File: config.mk
export PLATFORM = sky130hd
export DESIGN_NAME = watermark_verifier
export DESIGN_NICKNAME = d
export VERILOG_FILES = /design/src/rtl/wm_verify_pkg.sv /design/src/rtl/wm_pixel_compare.sv /design/src/rtl/watermark_verifier.sv
export SDC_FILE = /design/constraint.sdc
export NUM_CORES = 1
export LEC_CHECK = 0
export BUFFER_PORTS_ARGS = -buffer_cell sky130_fd_sc_hd__buf_2
export CORE_MARGIN = 3
export CORE_UTILIZATION = 55
export DETAILED_ROUTE_END_ITERATION = 16
export PLACE_DENSITY_LB_ADDON = 0.05
export SETUP_SLACK_MARGIN = 0.2
export SLEW_MARGIN = 20
export SYNTH_ARGS = -nofsm -noshare
export SYNTH_HDL_FRONTEND = slang
export SYNTH_SLANG_ARGS = --single-unit
File: constraint.sdc
create_clock -name i_clk -period 3.9 [get_ports i_clk]
set_input_delay 0.195 -clock i_clk [delete_from_list [all_inputs] [get_ports i_clk]]
set_output_delay 0.195 -clock i_clk [all_outputs]
set_load 0.01 [all_outputs]
File: src/rtl/wm_verify_pkg.sv
// -----------------------------------------------------------------------------
// wm_verify_pkg
// Shared definitions for the watermark verifier slice:
//   - state_t       : verifier FSM state encoding
//   - clog2         : ceiling log2 usable in constant expressions
//   - cnt_width     : bits needed to hold a count 0..n inclusive
//   - idx_width     : bits needed to index 0..n-1 (never less than 1)
//   - sad_width     : SAD accumulator width for a pixel width and frame size
//   - CNT_W / SAD_W : derived widths for the default 8-bit 128x128 watermark
// -----------------------------------------------------------------------------
package wm_verify_pkg;

  typedef enum logic [1:0] {
    S_IDLE  = 2'd0,
    S_ACCUM = 2'd1,
    S_FINAL = 2'd2,
    S_DONE  = 2'd3
  } state_t;

  function automatic int clog2(input int value);
    int v;
    int r;
    v = value - 1;
    r = 0;
    while (v > 0) begin
      r = r + 1;
      v = v >> 1;
    end
    return r;
  endfunction

  function automatic int cnt_width(input int n);
    return clog2(n + 1);
  endfunction

  function automatic int idx_width(input int n);
    return (clog2(n) < 1) ? 1 : clog2(n);
  endfunction

  // Every pixel can contribute at most 2^pw - 1, so pw + clog2(size) bits
  // hold the worst case without wrapping.
  function automatic int sad_width(input int pw, input int size);
    return pw + clog2(size);
  endfunction

  localparam int DEF_PIXEL_WIDTH = 8;
  localparam int DEF_WM_SIZE     = 128 * 128;
  localparam int CNT_W           = cnt_width(DEF_WM_SIZE);
  localparam int SAD_W           = sad_width(DEF_PIXEL_WIDTH, DEF_WM_SIZE);

endpackage

File: src/rtl/wm_pixel_compare.sv
// -----------------------------------------------------------------------------
// wm_pixel_compare
// Stage-1 registered pixel comparator: binarises both pixels against
// BIN_THRESHOLD, flags a disagreement, and computes |ext - ref|.
// Ports:
//   i_clk, i_rst_n        clock, asynchronous active-low reset
//   i_valid               pair present this cycle (already handshaken)
//   i_ext_pixel           extracted pixel
//   i_ref_pixel           reference pixel
//   o_valid               registered copy of i_valid
//   o_mismatch            registered binarised mismatch
//   o_absdiff             registered absolute difference
// -----------------------------------------------------------------------------
module wm_pixel_compare
  import wm_verify_pkg::*;
#(
  parameter int PIXEL_WIDTH   = DEF_PIXEL_WIDTH,
  parameter int BIN_THRESHOLD = 128
) (
  input  logic                   i_clk,
  input  logic                   i_rst_n,
  input  logic                   i_valid,
  input  logic [PIXEL_WIDTH-1:0] i_ext_pixel,
  input  logic [PIXEL_WIDTH-1:0] i_ref_pixel,
  output logic                   o_valid,
  output logic                   o_mismatch,
  output logic [PIXEL_WIDTH-1:0] o_absdiff
);

  localparam logic [PIXEL_WIDTH-1:0] THR = PIXEL_WIDTH'(BIN_THRESHOLD);

  logic                   w_mismatch;
  logic [PIXEL_WIDTH-1:0] w_absdiff;

  assign w_mismatch = (i_ext_pixel >= THR) ^ (i_ref_pixel >= THR);
  assign w_absdiff  = (i_ext_pixel >= i_ref_pixel) ? (i_ext_pixel - i_ref_pixel)
                                                   : (i_ref_pixel - i_ext_pixel);

  logic                   r_valid;
  logic                   r_mismatch;
  logic [PIXEL_WIDTH-1:0] r_absdiff;

  always_ff @(posedge i_clk or negedge i_rst_n) begin
    if (!i_rst_n) begin
      r_valid    <= 1'b0;
      r_mismatch <= 1'b0;
      r_absdiff  <= '0;
    end else begin
      r_valid    <= i_valid;
      r_mismatch <= w_mismatch;
      r_absdiff  <= w_absdiff;
    end
  end

  assign o_valid    = r_valid;
  assign o_mismatch = r_mismatch;
  assign o_absdiff  = r_absdiff;

endmodule

File: src/rtl/watermark_verifier.sv
// -----------------------------------------------------------------------------
// watermark_verifier
// Streams one watermark frame of (extracted, reference) pixel pairs and
// produces a binarised bit-error count, a sum of absolute differences and a
// pass/fail verdict against MAX_BIT_ERRORS. No frame storage.
//
// Handshake: a pair is transferred on a rising edge where i_in_valid and
// o_in_ready are both high. o_in_ready depends only on FSM state (high in
// S_ACCUM), never on i_in_valid; the source may hold or drop i_in_valid freely.
//
// Optional feature (macro WM_VERIFY_WORST_ROW_EN): tracks the row with the
// most mismatches (earliest row wins ties). Without the macro, o_worst_row
// and o_worst_row_errors are tied to 0.
//
// Ports:
//   i_clk, i_rst_n         clock, asynchronous active-low reset
//   i_start                begin a frame (honoured in S_IDLE / S_DONE only)
//   i_in_valid/o_in_ready  pair handshake
//   i_ext_pixel/i_ref_pixel pixel pair
//   o_busy                 high in S_ACCUM and S_FINAL
//   o_done                 results valid while high (held until next start)
//   o_bit_errors, o_sad    accumulators (live during S_ACCUM)
//   o_pass                 verdict, valid with o_done
//   o_worst_row, o_worst_row_errors  optional worst-row report
//   o_state                current FSM state (debug)
// -----------------------------------------------------------------------------
module watermark_verifier
  import wm_verify_pkg::*;
#(
  parameter int  PIXEL_WIDTH      = 8,
  parameter int  WATERMARK_WIDTH  = 128,
  parameter int  WATERMARK_HEIGHT = 128,
  parameter int  BIN_THRESHOLD    = 128,
  parameter int  MAX_BIT_ERRORS   = 1638,
  localparam int WM_SIZE  = WATERMARK_WIDTH * WATERMARK_HEIGHT,
  localparam int ERR_W    = cnt_width(WM_SIZE),
  localparam int ACC_W    = sad_width(PIXEL_WIDTH, WM_SIZE),
  localparam int ROW_W    = idx_width(WATERMARK_HEIGHT),
  localparam int ROWERR_W = cnt_width(WATERMARK_WIDTH)
) (
  input  logic                   i_clk,
  input  logic                   i_rst_n,
  input  logic                   i_start,
  input  logic                   i_in_valid,
  output logic                   o_in_ready,
  input  logic [PIXEL_WIDTH-1:0] i_ext_pixel,
  input  logic [PIXEL_WIDTH-1:0] i_ref_pixel,
  output logic                   o_busy,
  output logic                   o_done,
  output logic [ERR_W-1:0]       o_bit_errors,
  output logic [ACC_W-1:0]       o_sad,
  output logic                   o_pass,
  output logic [ROW_W-1:0]       o_worst_row,
  output logic [ROWERR_W-1:0]    o_worst_row_errors,
  output logic [1:0]             o_state
);

  localparam int BEAT_W = idx_width(WM_SIZE);

  state_t             r_state;
  state_t             w_state_nxt;
  logic [BEAT_W-1:0]  r_beat;
  logic [1:0]         r_fin_cnt;
  logic [ERR_W-1:0]   r_bit_errors;
  logic [ACC_W-1:0]   r_sad;
  logic               r_done;
  logic               r_pass;

  logic               w_in_ready;
  logic               w_busy;
  logic               w_accept;
  logic               w_last_beat;
  logic               w_start_ok;
  logic               w_fin_end;
  logic               w_pass_nxt;

  logic                   w_s1_valid;
  logic                   w_s1_mismatch;
  logic [PIXEL_WIDTH-1:0] w_s1_absdiff;

  assign w_accept    = w_in_ready && i_in_valid;
  assign w_last_beat = w_accept && (r_beat == BEAT_W'(WM_SIZE - 1));
  assign w_start_ok  = i_start && ((r_state == S_IDLE) || (r_state == S_DONE));
  // S_FINAL spans the stage-1 and stage-2 drain edges plus the edge that
  // registers the verdict, so done rises three edges after the last beat.
  assign w_fin_end   = (r_state == S_FINAL) && (r_fin_cnt == 2'd2);
  assign w_pass_nxt  = (int'(r_bit_errors) <= MAX_BIT_ERRORS);

  // ---------------- FSM ----------------
  always_ff @(posedge i_clk or negedge i_rst_n) begin
    if (!i_rst_n) r_state <= S_IDLE;
    else          r_state <= w_state_nxt;
  end

  always_comb begin
    w_state_nxt = r_state;
    w_in_ready  = 1'b0;
    w_busy      = 1'b0;
    case (r_state)
      S_IDLE, S_DONE: begin
        if (i_start) w_state_nxt = S_ACCUM;
      end
      S_ACCUM: begin
        w_in_ready = 1'b1;
        w_busy     = 1'b1;
        if (w_last_beat) w_state_nxt = S_FINAL;
      end
      S_FINAL: begin
        w_busy = 1'b1;
        if (w_fin_end) w_state_nxt = S_DONE;
      end
      default: w_state_nxt = S_IDLE;
    endcase
  end

  // ---------------- stage 1 ----------------
  wm_pixel_compare #(
    .PIXEL_WIDTH  (PIXEL_WIDTH),
    .BIN_THRESHOLD(BIN_THRESHOLD)
  ) u_compare (
    .i_clk      (i_clk),
    .i_rst_n    (i_rst_n),
    .i_valid    (w_accept),
    .i_ext_pixel(i_ext_pixel),
    .i_ref_pixel(i_ref_pixel),
    .o_valid    (w_s1_valid),
    .o_mismatch (w_s1_mismatch),
    .o_absdiff  (w_s1_absdiff)
  );

  // ---------------- counters, stage 2, verdict ----------------
  // start is only honoured while the pipeline is empty, so clearing the
  // accumulators never collides with a stage-2 add.
  always_ff @(posedge i_clk or negedge i_rst_n) begin
    if (!i_rst_n) begin
      r_beat       <= '0;
      r_fin_cnt    <= 2'd0;
      r_bit_errors <= '0;
      r_sad        <= '0;
      r_done       <= 1'b0;
      r_pass       <= 1'b0;
    end else begin
      if (w_start_ok)    r_beat <= '0;
      else if (w_accept) r_beat <= r_beat + 1'b1;

      if (r_state == S_FINAL) r_fin_cnt <= r_fin_cnt + 2'd1;
      else                    r_fin_cnt <= 2'd0;

      if (w_start_ok) begin
        r_bit_errors <= '0;
        r_sad        <= '0;
      end else if (w_s1_valid) begin
        r_bit_errors <= r_bit_errors + ERR_W'(w_s1_mismatch);
        r_sad        <= r_sad + ACC_W'(w_s1_absdiff);
      end

      if (w_start_ok) begin
        r_done <= 1'b0;
        r_pass <= 1'b0;
      end else if (w_fin_end) begin
        r_done <= 1'b1;
        r_pass <= w_pass_nxt;
      end
    end
  end

  // ---------------- optional worst-row tracking ----------------
`ifdef WM_VERIFY_WORST_ROW_EN
  localparam int COL_W = idx_width(WATERMARK_WIDTH);

  logic [COL_W-1:0]    r_col;
  logic [ROW_W-1:0]    r_row;
  logic [ROWERR_W-1:0] r_row_err;
  logic [ROWERR_W-1:0] r_worst_err;
  logic [ROW_W-1:0]    r_worst_row;
  logic [ROWERR_W-1:0] w_row_err_nxt;

  // Row position follows stage-2 beats, so it stays aligned with the
  // mismatch bit it is counting even across input stalls.
  assign w_row_err_nxt = r_row_err + ROWERR_W'(w_s1_mismatch);

  always_ff @(posedge i_clk or negedge i_rst_n) begin
    if (!i_rst_n) begin
      r_col       <= '0;
      r_row       <= '0;
      r_row_err   <= '0;
      r_worst_err <= '0;
      r_worst_row <= '0;
    end else if (w_start_ok) begin
      r_col       <= '0;
      r_row       <= '0;
      r_row_err   <= '0;
      r_worst_err <= '0;
      r_worst_row <= '0;
    end else if (w_s1_valid) begin
      if (r_col == COL_W'(WATERMARK_WIDTH - 1)) begin
        r_col     <= '0;
        r_row_err <= '0;
        r_row     <= r_row + 1'b1;
        // Strictly greater: an equal later row does not displace the earlier.
        if (w_row_err_nxt > r_worst_err) begin
          r_worst_err <= w_row_err_nxt;
          r_worst_row <= r_row;
        end
      end else begin
        r_col     <= r_col + 1'b1;
        r_row_err <= w_row_err_nxt;
      end
    end
  end

  assign o_worst_row        = r_worst_row;
  assign o_worst_row_errors = r_worst_err;
`else
  assign o_worst_row        = '0;
  assign o_worst_row_errors = '0;
`endif

  assign o_in_ready   = w_in_ready;
  assign o_busy       = w_busy;
  assign o_done       = r_done;
  assign o_pass       = r_pass;
  assign o_bit_errors = r_bit_errors;
  assign o_sad        = r_sad;
  assign o_state      = r_state;

endmodule

# [After elaboration in Yosys (flattened, before gate mapping)]
# Cells that the tools add are included.
[totals] elab_cells=59 output_inout_bits=58 input_bits=20 register_bits=67
[classes] bitwise=1 order_cmp=4 n_addsub=6 reduce_logical=12 eq_ne=8 n_mux=18
[ops] operator="$mux 22" count=2
[ops] operator="$mux 15" count=2
[ops] operator="$mux 14" count=2
[ops] operator="$add 22x8->22" count=1
[ops] operator="$ge 8x8->1 const B" count=2
[ops] operator="$sub 8x8->8" count=2
[ops] operator="$add 15x1->15" count=1
[ops] operator="$le 15x11->1 const B" count=1
[ops] operator="$add 14x1->14 const B" count=1
[ops] operator="$eq 14x14->1 const B" count=1
[ops] operator="$ge 8x8->1" count=1
[ops] operator="$mux 2" count=4
[ops] operator="$mux 8" count=1
[ops] operator="$eq 2x2->1 const B" count=3
[ops] operator="$mux 1" count=6
[ops] operator="$ne 2x2->1 const B" count=3
[ops] operator="$pmux 2 s3" count=1
[ops] operator="$reduce_bool 2->1" count=3
[ops] operator="$logic_and 1x1->1" count=4
[ops] operator="$reduce_or 2->1" count=2
[ops] operator="$reduce_and 3->1" count=1
[ops] operator="$add 2x1->2 const B" count=1
[ops] operator="$eq 2x1->1 const B" count=1
[ops] operator="$logic_not 2->1" count=1
[ops] operator="other kinds (2)" count=2

# [Logic depth before layout (Yosys ltp)]
# Gate-level depths: netlist of the first run.
[logic_depth] depth_word=6 mapped_depth=9 ltp_nobuf=8

# [By module]
# A second synthesis of the first run with hierarchy kept.
[unflattened] hier_cells=441 hier_area_um2=4229.1
[modules_own_cells] mod="watermark_verifier" n_inst=1 seq_area_each_um2=1426.4 area_per_inst_um2=3305.7 cells_per_inst=345
[modules_own_cells] mod="wm_pixel_compare" n_inst=1 seq_area_each_um2=250.2 area_per_inst_um2=923.4 cells_per_inst=96

# [Worst setup path after synthesis of the first run]
# Ideal clock, no wire load.
[synth_timing] path_type="register -> register" start="reg r_sad[0] (netlist: o_sad[0])" end="reg r_sad[20] (netlist: o_sad[20])" slack_ns=1.831 period_less_slack_ns=2.069 path_stages_with_launch=9 path_buffers=1 arrival_time_ns=1.935 required_ns=3.765 setup_ns=0.135 path_cell_list="dfrtp_1 -> ha_1 -> fa_1 -> a21o_1 -> a21o_4 -> a21oi_2 -> buf_6 -> nor4b_1 -> mux2i_1"
[synth_via] elab_chain_len=3
[synth_rtl] item="start, declared" line="watermark_verifier.sv:65" text="logic [ACC_W-1:0] r_sad;"
[synth_rtl] item="start signal, assigned" line="watermark_verifier.sv:154" text="r_sad <= r_sad + ACC_W'(w_s1_absdiff);"
[synth_rtl] item="$add 22x8->22" line="watermark_verifier.sv:154"
[synth_rtl] item="$mux 22" line="watermark_verifier.sv:152" text="end else if (w_s1_valid) begin"
[synth_rtl] item="$mux 22" line="watermark_verifier.sv:149" text="if (w_start_ok) begin"
# No other way between the ends. The select of a mux whose other input is x is not followed.
# A chain may end at the register's enable or synchronous reset.

# [Final worst setup path of the first run]
# Ends and elaborated chain as after synthesis.

==> results_dict.tcl, run 1 <==
set metrics [dict create \
    status "completed" \
    worstMarginPinSlew_ps 879 \
    worstSetupPathDepth 7 \
    crit_path_end_kind "register" \
    worstHoldPathCells 2 \
    p_leak_nw 2.36 \
    crit_path_max_fanout 13 \
    overflow 0 \
    synthFlopType "dfrtp_1" \
    async_reset_ff_frac 1.00 \
    synth_commonest_cells "dfrtp_1 (67), nor2_1 (38), nand2_1 (34)" \
    synth_edf_count 0 \
    crit_family "compound AO/OA/AOI/OAI gates" \
    start_util 0.580 \
    worst_ep_arrival_time_ps 2480 \
    clk_pin_slew_ps 70 \
    grt_pass1_wl_um 15600 \
    wire_per_inst_um 14.6 \
    htreeDepth 3 \
    cts_tree "yes" \
    tns_ps 0 \
    setup_viol 0 \
    dieArea_um2 8900 \
    start_kind "register" \
    portBuffers 62 \
    p_per_area_nw_per_um2 494 \
    wl_um 8930 \
    dieHeight_um 94.4 \
    cts-root-buf "clkbuf_8" \
    final_antenna_net_count 0 \
    fmax_mhz 441 \
    dpl.hpwl_um 6610 \
    rsz0062_at_grt "no" \
    yosys_warnings 0 \
    drt_iter0_drc 142 \
    r2r_cells 7 \
    grt_max_degree 39 \
    slowest_stage "a21oi_2" \
    area_delta_synth_final_pct 11.7 \
    path_cells "ha_1 -> fa_1 -> a21o_1 -> a21o_4 -> a21oi_2 -> nor4b_1 -> mux2i_1" \
    hold_path.class "in2reg" \
    cap_viol_max_count 0 \
    yosys.cell_count.top_type "dfrtp_1" \
    ys_ff_latch 67 \
    final_nets 564 \
    cts.path.max_buffers 2 \
    synth_area_leaders "dfrtp_1 (39%), ha_1 (8.7%), mux2i_1 (4.4%)" \
    crit_type "reg2reg" \
    placed_area_um2 4590 \
    route.detailed.drc 0 \
    period_minus_slack_ps 2270 \
    syn-cell-area_um2 4290 \
    finalHoldViolCount 0 \
    die_w_um 94.4 \
    finalWeightedCongestion 0.865 \
    first_global_vias 3474 \
    numCtsBuffers 9 \
    crit_path_max_incr_delay_ps 420 \
    path_buf_inv 0 \
    netlist_instances 452 \
    drt_pass1_iterations 4 \
    fin_skew_ps 10.9 \
    rows 31 \
    synth_top_area_share 0.390 \
    post_cts_buffers 0 \
    final_layout_size_suffix_gt1_frac 0.165 \
    slew_viol_final 0 \
    antenna_found_initial 0 \
    grt_usage 0.219 \
    yosysUniqueCellTypes 58 \
    critPathRequiredTime_ps 4120 \
    ios 78 \
    clk_latency_ps 340 \
    antenna_cells 0 \
    synth_top_area_cell "dfrtp_1" \
    via_count 3391 \
    coreArea_um2 7410 \
    synth_seq_area_share 0.390 \
    period_share 0.581 \
    vias_per_cell 5.53 \
    avgSynthCellArea_um2 9.50 \
    design_area_um2 4800 \
    ir_worst_vdd_mv 0.215 \
    maxSlewHeadroom 0.414 \
    clock_sinks 67 \
]
state kept, by name, summed over array words and instances, names as in the netlist, 2 cells and up:
name                 count
o_bit_errors            15
o_state                  2
o_sad                   22
r_fin_cnt                2
u_compare.o_absdiff      8
r_beat                  14
cells by family (layout without fill, tap and decap cells):
family / Yosys count / count (layout) / synth area share
other: 1 / 15 / 0.000873
buffers and inverters: 61 / 109 / 0.0740
DFF: 67 / 67 / 0.390
adders and majority gates: 33 / 33 / 0.101
and+or+nand+nor: 148 / 148 / 0.180
xor gates and xnor gates: 30 / 30 / 0.0612
muxes: 19 / 19 / 0.0443
AOI/OAI and AO/OA: 93 / 93 / 0.148
layout make-up:
class                           count  area [um^2]
Multi-Input combinational cell    338         2350
Clock buffer                       11          131
Tap cell                           99          124
Inverter                           30          113
Timing Repair Buffer               65          335
Clock inverter                      3         65.1
Fill cell                         668         2610
Sequential cell                    67         1680
per-layer routing:
metal	track usage	up-vias	part of all wire
li1	-	1684	-
met1	0.263	1628	0.44
met2	0.388	73	0.49
met3	0.0486	6	0.053
met4	0.0722	0	0.0076
met5	0	-	0
cell usage in the layout, fill, tap and decap left out, types with 3 or more instances in the layout:
cell      synthesis  layout
conb_1            1      15
nor4b_1           3       3
and4_1            6       6
xor2_1           17      17
dfrtp_1          67      67
a2111o_1          3       3
fa_1              3       3
and2_1            6       6
xnor2_1          13      13
or3_1             9       9
a21oi_1          32      32
clkbuf_8          0       9
o21a_1            3       3
nand3b_1          3       3
or4_1             5       5
nand2_1          34      34
and3_1            3       3
buf_2             4      62
inv_1            29      29
o21ai_0          15      15
a211oi_1          4       4
nand3_1          13      13
a31oi_1           3       3
a211o_1           4       4
a311oi_1          3       3
mux2i_1          19      19
o31ai_1           5       5
a21o_1            6       6
ha_1             30      30
nand4_1          13      13
nor2_1           38      38
nand2b_1          5       5
power by group:
group / leakage [nW] / total, mW / internal, mW / switching, mW
Sequential: 0.900 / 0.876 / 0.786 / 0.0899
Clock: 0.0992 / 0.597 / 0.353 / 0.244
Combinational: 1.36 / 0.897 / 0.339 / 0.558
Total: 2.36 / 2.37 / 1.48 / 0.892
metrics by stage:
| stage | util | setup WS (ps) | hold slack [ps] | instances | power, mW |
|---|---|---|---|---|---|
| floorplan | - | 1830 | -101 | 466 | 1.57 |
| global placement | 0.620 | 1680 | 365 | 598 | 1.76 |
| detailed placement | 0.620 | 1640 | 370 | 598 | 1.78 |
| CTS | 0.648 | 1640 | 74.5 | 613 | 2.40 |
| global route | 0.648 | 1450 | 82.6 | 613 | 2.55 |
| finish | 0.648 | 1630 | 81.1 | 613 | 2.37 |
worst register-to-register path: stages, from the launching register on:
cell and delay, ps:
dfrtp_1 400, ha_1 230, fa_1 400, a21o_1 210, a21o_4 220, a21oi_2 420, nor4b_1 140, mux2i_1 140
worst paths after layout:
check | from | endpoint | slack (ps)
max | o_sad[0]$_DFFE_PN0P_ | o_sad[20]$_DFFE_PN0P_ | 1630
min | i_ext_pixel[7] | u_compare.o_mismatch$_DFF_PN0_ | 80
max reg2reg | o_sad[0]$_DFFE_PN0P_ | o_sad[20]$_DFFE_PN0P_ | 1630
min reg2reg | r_fin_cnt[0]$_DFF_PN0_ | r_fin_cnt[0]$_DFF_PN0_ | 440
max in group asynchronous | i_rst_n | o_sad[0]$_DFFE_PN0P_ | 2470
min in group asynchronous | i_rst_n | o_state[0]$_DFFE_PN0P_ | 520
timing repair:
item                                    CTS  global route
hold endpoints to repair                 37             0
endpoints found under the setup margin    0             0
hold buffers                              1             0
resized for setup                         0             0
No activity file was read; power rests on OpenSTA's default activity.
==> inputs of run 2 (changes only) <==
==> constraint.sdc (replaced) <==
create_clock -name i_clk -period 2.2 [get_ports i_clk]
set_input_delay 0.11 -clock i_clk [delete_from_list [all_inputs] [get_ports i_clk]]
set_output_delay 0.11 -clock i_clk [all_outputs]
set_load 0.01 [all_outputs]
==> run 2 against run 1 <==
  * Register-to-register slack worse by 1400 ps
  * Largest power group unchanged
  * Critical path type unchanged
  * Sequential share of layout area fell by 1.8 points
  * First-iteration DRC count fell by 11%
  * Worst hold slack lost 73 ps
  * Worst setup slack got worse by 1400 ps
  * Highest routed layer unchanged
  * Final cell count grew 2.9%
  * Non-clock buffer count grew 15
  * Combinational power increased by 110%
  * Die area is the same
  * Maximum frequency rose by 15%
  * Clock power grew 74%
==> results_dict.tcl, run 2 (same netlist as run 1, synthesis figures left out) <==
set metrics [dict create \
    status "completed" \
    cp-startpoint "o_sad[0]$_DFFE_PN0P_" \
    numCtsBuffers 9 \
    portBuffers 62 \
    post_layout_nonfiller_instances 631 \
    seq_power_share 0.345 \
    tns_ps 0 \
    largest_reg_flops 22 \
    final_cell_mix "dfrtp_1 (67), buf_2 (62), nor2_1 (38)" \
    fin_skew_ps 11.3 \
    crit_path_end_kind "register" \
    dpl.cell_count 608 \
    rr_startpoint "o_sad[0]$_DFFE_PN0P_" \
    period_minus_slack_ps 1970 \
    setup_viol 0 \
    p_leak_nw 2.46 \
    period_share 0.896 \
    wl_um 9250 \
    via_count 3537 \
    ios 78 \
    grt_usage 0.216 \
    maxSlewHeadroom 0.576 \
    dieHeight_um 94.4 \
    first_global_vias 3380 \
    layout_commonest_cell "dfrtp_1" \
    pwr-share-clk 0.234 \
    final_antenna_net_count 0 \
    area_delta_synth_final_pct 17.8 \
    critPathRequiredTime_ps 2430 \
    grt_max_degree 43 \
    combPwrFrac 0.421 \
    dpl.hpwl_um 6770 \
    grt_pass1_wl_um 15200 \
    worstMarginPinSlew_ps 636 \
    drt_pass1_iterations 5 \
    cts.path.max_buffers 2 \
    rsz0062_at_grt "yes" \
    p_int_mw 2.71 \
    finalWeightedCongestion 0.893 \
    rows 31 \
    start_kind "register" \
    htreeDepth 3 \
    cap_viol_max_count 0 \
    final_nets 580 \
    r2r_cells 7 \
    worst_ep_arrival_time_ps 2200 \
    final_layout_size_suffix_gt1_frac 0.224 \
    start_util 0.580 \
    finalHoldViolCount 0 \
    crit_type "reg2reg" \
    vias_per_cell 5.61 \
    clk_latency_ps 340 \
    coreArea_um2 7410 \
    r2r_setup_slack_ps 230 \
    clock_sinks 67 \
    clk_pin_slew_ps 80 \
    cts-root-buf "clkbuf_8" \
    cts_tree "yes" \
    slew_viol_final 0 \
    fmax_mhz 507 \
    antenna_cells 0 \
    die_w_um 94.4 \
    hold_path.class "in2reg" \
    p_switching_mw 1.75 \
    antenna_found_initial 0 \
    p_per_area_nw_per_um2 881 \
    crit_path_max_fanout 7 \
    p_sw_frac 0.393 \
    endpoint "o_sad[20]$_DFFE_PN0P_" \
    ir_worst_vdd_mv 0.472 \
    dieArea_um2 8900 \
    overflow 0 \
    final.fill_count 608 \
    rr_endpoint "o_sad[20]$_DFFE_PN0P_" \
    wire_per_inst_um 14.7 \
    drt_iter0_drc 126 \
    route.detailed.drc 0 \
]
run 2: changes by cell type in the layout (fill, tap and decap cells not counted), moves of 2 or more:
cell	delta
buf_4	+12
o31ai_1	-2
o31ai_2	+2
clkbuf_1	-2
ha_1	-3
a211oi_1	-3
clkinvlp_4	+2
o21ai_1	+2
buf_12	+2
o21ai_0	-2
ha_4	+2
a211oi_2	+3
run 2: what timing repair did:
action	4_1_cts	5_1_grt
endpoints found under the hold margin	25	1
gates cloned	0	1
hold buffers	1	1
endpoints found under the setup margin	9	18
pin swaps	2	14
gates resized for setup	1	19
setup buffers	2	2
run 2: worst min path at each step:
stage	from	end	cells after the start	slack, ps
global placement	i_rst_n	o_state[0]$_DFFE_PN0P_	1	170
floorplan	i_rst_n	o_bit_errors[0]$_DFFE_PN0P_	0	-190
finish	i_ext_pixel[7]	u_compare.o_mismatch$_DFF_PN0_	2	8
detailed placement	i_rst_n	o_state[0]$_DFFE_PN0P_	1	170
CTS	i_ref_pixel[7]	u_compare.o_mismatch$_DFF_PN0_	2	2
global route	i_ext_pixel[7]	u_compare.o_mismatch$_DFF_PN0_	2	5
run 2: power groups by stage:
| stage | combinational, mW | sequential (mW) | clock [mW] |
|---|---|---|---|
| 2_1_floorplan | 1.24 | 1.56 | 0 |
| 3_3_place_gp | 1.72 | 1.55 | 0 |
| 3_5_place_dp | 1.75 | 1.55 | 0 |
| 4_1_cts | 1.77 | 1.53 | 1.07 |
| 5_1_grt | 2.10 | 1.56 | 1.12 |
| 6_report | 1.88 | 1.54 | 1.04 |
run 2: layout make-up:
cell class              count  area (um^2)  share of cell area
well taps                  99          124              0.0245
repair buffers             80          475              0.0940
clock inverters             6         63.8              0.0126
clock buffers              10          138              0.0272
flip-flops and latches     67         1680               0.331
inverters                  30          113              0.0223
multi-input cells         339         2470               0.488
run 2: worst max-delay path, stage by stage, from the launching register on:
cell	delay, ps
dfrtp_1	420
ha_4	180
fa_2	370
a21o_1	180
a21o_4	230
a21oi_4	260
nor4b_2	90
mux2i_1	130
run 2: metrics by stage:
| stage | cell area (um^2) | setup slack [ps] | power, mW | hold WS [ps] | utilization |
|---|---|---|---|---|---|
| after floorplan | 4360 | 226 | 2.80 | -186 | - |
| after global placement | 4700 | 193 | 3.26 | 168 | 0.635 |
| after CTS | 4940 | 177 | 4.37 | 2.15 | 0.666 |
| after global routing | 5060 | 138 | 4.78 | 5.00 | 0.683 |
| after detailed placement | 4700 | 114 | 3.31 | 166 | 0.635 |
| final | 5060 | 228 | 4.46 | 8.27 | 0.683 |
run 2: per-layer routing:
metal | share of wire | routed length [um] | GRT usage
met1 | 0.45 | 4180 | 0.274
met2 | 0.49 | 4500 | 0.367
met3 | 0.047 | 438 | 0.0422
met4 | 0.014 | 125 | 0.0770
met5 | 0 | 0 | 0
==> inputs of run 3 (changes only) <==
--- a/config.mk
+++ b/config.mk
@@ -5,10 +5,10 @@
 export SDC_FILE = /design/constraint.sdc
 export NUM_CORES = 1
 export LEC_CHECK = 0
-export BUFFER_PORTS_ARGS = -buffer_cell sky130_fd_sc_hd__buf_2
 export CORE_MARGIN = 3
 export CORE_UTILIZATION = 55
 export DETAILED_ROUTE_END_ITERATION = 16
+export DONT_BUFFER_PORTS = 1
 export PLACE_DENSITY_LB_ADDON = 0.05
 export SETUP_SLACK_MARGIN = 0.2
 export SLEW_MARGIN = 20
==> run 3 against run 2 <==
  * Core utilization shrank 2.4 points
  * Register-to-register slack about the same
  * Combinational power is 4% lower
  * Largest cell class unchanged
  * Largest power group unchanged
==> results_dict.tcl, run 3 (same netlist as run 1, synthesis figures left out) <==
set metrics [dict create \
    status "completed" \
    final_cell_mix "dfrtp_1 (63), nor2_1 (38), nand2_1 (34)" \
    first_global_vias 3254 \
    antenna_found_initial 0 \
    slew_viol_final 0 \
    grt_max_degree 68 \
    drt_pass1_iterations 5 \
    cap_viol_max_count 0 \
    worstHoldPathCells 2 \
    grt_usage 0.214 \
    power_mw 4.58 \
    clk_pin_slew_ps 80 \
    cts-root-buf "clkbuf_8" \
    slowest_stage "dfrtp_1" \
    pwr-share-clk 0.259 \
    portBuffers 0 \
    critPathRequiredTime_ps 2420 \
    start_util 0.580 \
    dpl.hpwl_um 6480 \
    cts.path.max_buffers 2 \
    tns_ps 0 \
    crit_path_max_fanout 13 \
    hold_path.class "in2reg" \
    fin_skew_ps 8.64 \
    route.detailed.drc 0 \
    area_delta_synth_final_pct 13.7 \
    finalHoldViolCount 0 \
    ios 78 \
    largest_reg_flops 22 \
    crit_type "reg2reg" \
    worst_ep_arrival_time_ps 2200 \
    ir_worst_vdd_mv 0.436 \
    dieHeight_um 94.4 \
    htreeDepth 3 \
    die_w_um 94.4 \
    fmax_mhz 505 \
    p_sw_frac 0.375 \
    crit_path_max_incr_delay_ps 390 \
    rsz0062_at_grt "yes" \
    drt_iter0_drc 114 \
    dieArea_um2 8900 \
    antenna_cells 0 \
    crit_path_end_kind "register" \
    grt_pass1_wl_um 15100 \
    period_share 0.900 \
    final_antenna_net_count 0 \
    start_kind "register" \
    via_count 3318 \
    layout_commonest_cell "dfrtp_1" \
    r2r_cells 8 \
    p_leak_nw 2.21 \
    clock_sinks 67 \
    finalWeightedCongestion 0.839 \
    seq_power_share 0.347 \
    overflow 0 \
    path_cells "ha_2 -> fa_2 -> a21o_1 -> a21o_4 -> a21oi_4 -> buf_12 -> nor4b_2 -> mux2i_1" \
    final_layout_size_suffix_gt1_frac 0.147 \
    setup_viol 0 \
    combPwrFrac 0.393 \
    wire_per_inst_um 15.9 \
    final_nets 525 \
    p_switching_mw 1.72 \
    coreArea_um2 7410 \
    p_int_mw 2.86 \
    p_per_area_nw_per_um2 938 \
    period_minus_slack_ps 1980 \
    wl_um 9160 \
    cts_tree "yes" \
    vias_per_cell 5.76 \
    numCtsBuffers 9 \
    rows 31 \
    clk_latency_ps 350 \
]
[run 3: changes by cell type in the layout (fill, tap and decap cells not counted), moves of 3 or more]
cell | previous run | this run
buf_2 | 62 | 0
buf_4 | 14 | 18
dfrtp_1 | 67 | 63
dfrtp_2 | 0 | 4
dlygate4sd3_1 | 2 | 5
or4_1 | 5 | 2
or4_4 | 0 | 3
[run 3: per-stage QoR]
step	hold slack (ps)	instance area (um^2)	utilization	instances	worst slack (ps)
6_report	16.7	4880	0.659	576	220
5_1_grt	12.7	4880	0.659	576	134
4_1_cts	3.54	4730	0.639	571	194
3_5_place_dp	-184	4400	0.593	548	136
3_3_place_gp	-184	4400	0.593	548	205
2_1_floorplan	-186	4360	-	466	226
[run 3: timing repair]
item                                    4_1_cts  5_1_grt
hold buffers                                  6        0
pin swaps                                     1        7
buffers inserted                              1        5
endpoints found under the setup margin       10       24
gates resized for setup                       1       25
hold endpoints to repair                     70        0
[run 3: worst paths after layout]
kind | start | slack, ps | endpoint
worst max-delay path | o_sad[0]$_DFFE_PN0P_ | 220 | o_sad[20]$_DFFE_PN0P_
max in group asynchronous | i_rst_n | 1610 | o_bit_errors[0]$_DFFE_PN0P_
worst min register to register | r_fin_cnt[0]$_DFF_PN0_ | 420 | r_fin_cnt[0]$_DFF_PN0_
min in group asynchronous | i_rst_n | 310 | o_state[1]$_DFFE_PN0P_
worst max register to register | o_sad[0]$_DFFE_PN0P_ | 220 | o_sad[20]$_DFFE_PN0P_
worst min-delay path | i_ext_pixel[1] | 20 | u_compare.o_absdiff[1]$_DFF_PN0_
[run 3: power by group through the flow]
| stage | Combinational [mW] | Clock (mW) | Sequential, mW |
|---|---|---|---|
| 2_1_floorplan | 1.24 | 0 | 1.56 |
| 3_3_place_gp | 1.56 | 0 | 1.59 |
| 6_report | 1.80 | 1.19 | 1.59 |
| 3_5_place_dp | 1.59 | 0 | 1.60 |
| 5_1_grt | 2.01 | 1.27 | 1.62 |
| 4_1_cts | 1.70 | 1.21 | 1.57 |
[run 3: layout make-up]
class / count / area [um^2]
inverters: 30 / 113
flip-flops and latches: 67 / 1680
repair buffers: 26 / 253
clock inverters: 5 / 85.1
fillers: 621 / 2530
multi-input cells: 338 / 2470
clock buffers: 11 / 151
well taps: 99 / 124
[run 3: critical path, delay by kind of cell (launching register included)]
family,cells,cell delay (ps)
buf+inv,1,140
compound gates,3,570
flops,1,390
simple gates,1,50
mux,1,150
fa+ha+maj,2,550
[run 3: per-layer routing]
metal,vias up,GRT usage,part of all wire
li1,1617,-,-
met1,1612,0.270,0.43
met2,71,0.353,0.49
met3,18,0.0502,0.056
met4,0,0.0866,0.020
met5,-,0,0
